===== config.mk =====
export PLATFORM = sky130hd
export DESIGN_NAME = seg_display_mux
export DESIGN_NICKNAME = d
export VERILOG_FILES = /design/src/rtl/seg_display_mux.sv
export SDC_FILE = /design/constraint.sdc
export NUM_CORES = 1
export LEC_CHECK = 0
export CORE_MARGIN = 3
export CORE_UTILIZATION = 55
export CTS_CLUSTER_SIZE = 12
export DETAILED_ROUTE_END_ITERATION = 10
export DONT_BUFFER_PORTS = 1
export GPL_TIMING_DRIVEN = 0
export PLACE_DENSITY = 0.82
export SETUP_SLACK_MARGIN = 0.15
export SLEW_MARGIN = 5
export SYNTH_ARGS = -nofsm -noshare
export SYNTH_HDL_FRONTEND = slang
export SYNTH_SLANG_ARGS = --single-unit

===== constraint.sdc =====
create_clock -name CLK -period 1.98 [get_ports CLK]
set_input_delay 0.297 -clock CLK [delete_from_list [all_inputs] [get_ports CLK]]
set_output_delay 0.297 -clock CLK [all_outputs]
set_load 0.01 [all_outputs]

===== src/rtl/seg_display_mux.sv =====
// Time-multiplexes four 8-bit segment patterns onto one shared segment bus with
// one-hot digit selects, a per-frame input snapshot and one blank cycle per digit slot.
module seg_display_mux #(
  parameter int unsigned REFRESH_DIV      = 4,
  parameter bit          ANODE_ACTIVE_LOW = 1'b1,
  parameter logic [0:7]  SEG_OFF          = 8'hFF
) (
  input  logic       CLK,
  input  logic       Reset,
  input  logic       En,
  input  logic [0:7] LED1,
  input  logic [0:7] LED2,
  input  logic [0:7] LED3,
  input  logic [0:7] LED4,
  output logic [0:7] SEG,
  output logic [3:0] AN,
  output logic [1:0] Digit_Sel,
  output logic       Frame_Tick
);

  localparam int unsigned   CW      = (REFRESH_DIV > 1) ? $clog2(REFRESH_DIV) : 1;
  localparam logic [CW-1:0] CNT_MAX = CW'(REFRESH_DIV - 1);
  localparam logic [3:0]    AN_OFF  = ANODE_ACTIVE_LOW ? 4'b1111 : 4'b0000;

  logic [CW-1:0] cnt;
  logic [1:0]    idx;
  logic [0:7]    shadow [4];
  logic          primed;

  logic       slot_end;
  logic       frame_wrap;
  logic       load;
  logic [3:0] an_lit;

  // NOTE: every signal written in always_comb gets a value on every path (here
  // unconditionally); a missed path would infer a latch.
  always_comb begin
    slot_end   = (cnt == CNT_MAX);
    frame_wrap = En && slot_end && (idx == 2'd3);
    load       = En && (!primed || frame_wrap);
    // Flipping one bit of the idle pattern yields the lit select for either polarity.
    an_lit     = AN_OFF ^ (4'b0001 << idx);
  end

  // NOTE: sequential state uses non-blocking assignments so every register samples
  // pre-edge values; outputs below are deliberately computed from the old cnt/idx/shadow.
  always_ff @(posedge CLK) begin
    if (!Reset) begin
      cnt        <= '0;
      idx        <= '0;
      primed     <= 1'b0;
      SEG        <= SEG_OFF;
      AN         <= AN_OFF;
      Digit_Sel  <= '0;
      Frame_Tick <= 1'b0;
      // NOTE: the snapshot registers are reset (only four of them) so the display
      // shows a defined blank pattern rather than X before the first priming load.
      for (int i = 0; i < 4; i++) shadow[i] <= SEG_OFF;
    end else begin
      if (En) begin
        cnt        <= slot_end ? '0 : cnt + 1'b1;
        idx        <= slot_end ? idx + 2'd1 : idx;
        SEG        <= (cnt == '0) ? SEG_OFF : shadow[idx];
        AN         <= (cnt == '0) ? AN_OFF : an_lit;
        Frame_Tick <= frame_wrap;
      end else begin
        SEG        <= SEG_OFF;
        AN         <= AN_OFF;
        Frame_Tick <= 1'b0;
      end
      Digit_Sel <= idx;
      if (load) begin
        shadow[0] <= LED1;
        shadow[1] <= LED2;
        shadow[2] <= LED3;
        shadow[3] <= LED4;
        primed    <= 1'b1;
      end
    end
  end

endmodule


After elaboration in Yosys (flattened, before gate mapping) --
Memory sizes are Yosys's and may differ from the RTL's. A register that Yosys moved wholly into a read port is not among the register bits. Cells that the tools add are included.
Storage, ports and cells: register bits 12, bits in latches 0, RAM bits 32, bits in read-only memories 0, input port bits 35, output and inout port bits 15, logic and storage cells 37, memories kept 1
Cells by class: add/subtract/negate cells 2, $mul 0, divide/modulo/power cells 0, magnitude comparators 0, equal/unequal tests 2, shift operators 1, multiplexer cells 9, bitwise gates (word level) 7, reductions and logical operators 9
Memories:
- shadow | depth 4, width 8, read ports 1, clocked after memory_dff 1, write ports 4, RTL line 27 | logic [0:7] shadow [4];
Operators by type and width (number):
- two-way mux 8 bit | 4
- adder 2 x 1 -> 2 bit (second input constant) | 2
- equality test 2 bit (second input constant) | 2
- two-way mux 1 bit | 4
- inverter 4 bit | 1
- OR 1 bit | 4
- AND reduction 2 bit | 2
- left shift 1 x 2 -> 4 bit (first input constant) | 1
- logical AND 1 bit | 3
- OR reduction 3 bit | 1
- zero test 2 bit | 1
- two-way mux 2 bit | 1
- inverter 1 bit | 2
- zero test 1 bit | 1
- logical OR 1 bit | 1

Logic depth before layout (Yosys ltp) --
word-level depth 9, mapped depth 6, gate-level depth less buffers 4

Least setup slack after synthesis --
Ideal clock, no wire load.
path type register to register, from register cnt[0], to memory shadow[0][0] in the netlist's numbering (enable), setup time 388 ps, arrival time 1551 ps, data required time 1592 ps, setup slack 41 ps, stages on the path, launching flop included 5, buffers on the path 1, clock period less this slack 1939 ps, path through dfxtp_1 > ha_1 > a21bo_1 > buf_6 > a21o_1
RTL lines:
- start: declaration | RTL line 25 | logic [CW-1:0] cnt;
- start signal: assignment | RTL line 61 | cnt <= slot_end ? '0 : cnt + 1'b1;
- end: declaration | RTL line 27

==> impl_metrics.toml <==
[global_routing]
use_met1_pct = 16.4
antenna_found_initial = 0
grt_max_degree = 33
overflow = 0
grt_pass1_wl_um = 6050
met2_usage_pct = 32.0
grtUsageMet3_pct = 4.35
top_usage_layer = "met2"
grt_pass1_vias = 1287
grt_usage_pct = 16.4

[layout]
drive_above_1_share_pct = 12.7
nets = 206
layout_commonest_cell = "nand3b_1"
mostFrequentLayoutCells = "nand3b_1 (33), edfxtp_1 (32), dfxtp_1 (20)"
finalNonFillerCells = 214
n_antenna_cell = 0
syn_to_final_growth_pct = 6.71

[sta]
finalMaxSlewViolations = 0
fin_tns_setup_ns = 0
setup_viol_count_final = 0
fmax_mhz = 599
slew_headroom_pct = 74.7
min_period_ns = 1.67
rsz0062_at_grt = "false"
period_share_pct = 84.3
hold_viol = 0
fin_worst_skew_ns = 0.00697
worst_slew_pin_slew_ns = 0.380

[power]
irDropWorstVdd_v = 0.000590
seqPwrFrac_pct = 63.5
p_comb_share_pct = 6.7
p_per_area_nw_per_um2 = 802
p_switching_uw = 398
p_leak_nw = 0.737
netSwitchingFraction_pct = 21.2
pwr-share-clk_pct = 29.8
intPower_mw = 1.48

[place]
post-dp-hpwl_um = 2680
routabilityCongestion = 0.801
place_inst = 206
io_buffers = 0

[critical_path]
slowest_stage = "dfxtp_1"
crit_type = "register to register"
cp.arrival_ns = 1.63
critical_path.startpoint_type = "register"
crit_path_end_kind = "register"
critPathMaxFanout = 32
worstPathCellList = "ha_1, a21bo_1, buf_6, a21o_4"
critPathRequiredTime_ns = 1.94
worst_path_largest_cell_delay_ns = 0.39

[yosys]
yosys_warnings = 0
ys_ff_latch = 52
netlist_area_um2 = 2200
syn_nets = 199
avgSynthCellArea_um2 = 13.9
netlist_instances = 158
synth-seq-area-share_pct = 61.9
yosysUniqueCellTypes = 25

[clock_tree]
cts_setup_buffers = 0
clkTransAtPathRegs_ns = 0.08
numCtsBuffers = 5
hold_buffers = 0
cts-root-buf = "clkbuf_8"
numClockSinks = 52
worstSkewPairLatency_ns = 0.30
cts_tree = "built"
htree_levels = 2
clock_path_buffers = 2

[route]
num_vias = 1221
vias_per_cell = 5.71
drc = 0
wl_um = 3730
postRouteAntennaNets = 0
firstDrtPassIters = 4
drt-initial-drc-count = 54
wl_per_cell_um = 17.4

[run_status]
status = "finished clean"

[die]
io_pins = 50
die_h_um = 69.3
fp.dieW_um = 69.3
start_util_pct = 58.4
rows = 22
core_area_um2 = 3770
die_area_um2 = 4800

[min_path]
hold_path.class = "primary input to register"

[flow_run]
cap_violations = 0
## power by group through the flow
stage | registers, mW | clock network [mW] | logic [mW]
after detailed placement | 1.22 | 0 | 0.125
final | 1.20 | 0.562 | 0.126
after global routing | 1.20 | 0.616 | 0.140
after CTS | 1.20 | 0.572 | 0.127
after global placement | 1.22 | 0 | 0.119
after floorplan | 1.22 | 0 | 0.102
## state kept, by name (all words and copies together) (netlist names)
register and count:
idx 2, AN 4, SEG 8, Frame_Tick 1, shadow 32, primed 1
cnt 2, Digit_Sel 2
## final timing paths
path                                      to  cells past startpoint  slack (ns)                 from
setup / recovery  shadow[1][1]$_SDFFCE_PN1P_                      4        0.31  cnt[1]$_SDFFE_PN0P_
hold / removal    shadow[0][3]$_SDFFCE_PN1P_                      1        0.17              LED1[4]
setup reg to reg  shadow[1][1]$_SDFFCE_PN1P_                      4        0.31  cnt[1]$_SDFFE_PN0P_
hold reg to reg          primed$_SDFFE_PN0P_                      2        0.47  primed$_SDFFE_PN0P_
## repair_timing
action | in CTS | in global routing
endpoints found under the hold margin | 0 | 0
setup endpoints to repair | 32 | 0
resized for setup | 1 | 0
## synth_stat cells
cell type | instances | share of area [%]
nand3b_1 | 33 | 11
edfxtp_1 | 32 | 44
dfxtp_1 | 20 | 18
mux2i_1 | 17 | 7.7
a22oi_1 | 8 | 2.7
ha_1 | 6 | 3.4
inv_1 | 5 | 0.85
nor2_1 | 5 | 0.85
buf_2 | 4 | 0.91
buf_4 | 4 | 1.4
buf_6 | 4 | 2.0
nand2_1 | 4 | 0.68
a21oi_1 | 3 | 0.68
a21bo_2 | 2 | 0.91
a21bo_1 | 1 | 0.45
a21o_1 | 1 | 0.34
and2_1 | 1 | 0.28
and3b_1 | 1 | 0.40
and4_1 | 1 | 0.40
and4b_1 | 1 | 0.45
and4bb_1 | 1 | 0.57
buf_12 | 1 | 0.91
nand2b_1 | 1 | 0.28
nand3_1 | 1 | 0.23
or3b_1 | 1 | 0.40
## through the flow
step	hold slack, ns	utilization [%]	power [mW]	setup WS (ns)	instance area [um^2]
final	0.174	62.3	1.88	0.311	2350
after global routing	0.162	62.3	1.95	0.153	2350
after CTS	0.167	62.3	1.89	0.301	2350
after detailed placement	0.453	60.0	1.35	0.0599	2260
after global placement	0.447	60.0	1.34	0.148	2260
after floorplan	0.435	-	1.32	0.309	2200
## layer usage
layer	vias to the layer above	wire, um	share of wire (%)
met5	-	0	0
met4	0	40	1.1
met3	5	197	5.3
met2	36	2070	56
met1	590	1420	38
li1	590	-	-
## worst max-delay path: cells and delay by family (launching register included)
| family | cells | cell delay [ns] |
|---|---|---|
| AOI/OAI and AO/OA | 2 | 0.53 |
| DFF | 1 | 0.39 |
| adders and majority gates | 1 | 0.30 |
| buffers and inverters | 1 | 0.12 |
## area by class of cell
cell class                 instances  area (um^2)
fill                             274         1420
sequential                        52         1360
multi-input combinational         88          713
buffer                            13          115
clock buffer                       7         76.3
tap                               48         60.1
inverter                           5         18.8
clock inverter                     1         3.75
## cells by family after synthesis
logic type | after synthesis | share of synthesized area, %
AND/OR/NAND/NOR | 50 | 15.8
AO/OA/AOI/OAI | 15 | 5.12
adder cells (fa/ha/maj) | 6 | 3.41
buffers and inverters | 18 | 6.08
flip-flops | 52 | 61.9
multiplexers | 17 | 7.73
Note: power is estimated with default switching activity, not from simulation.
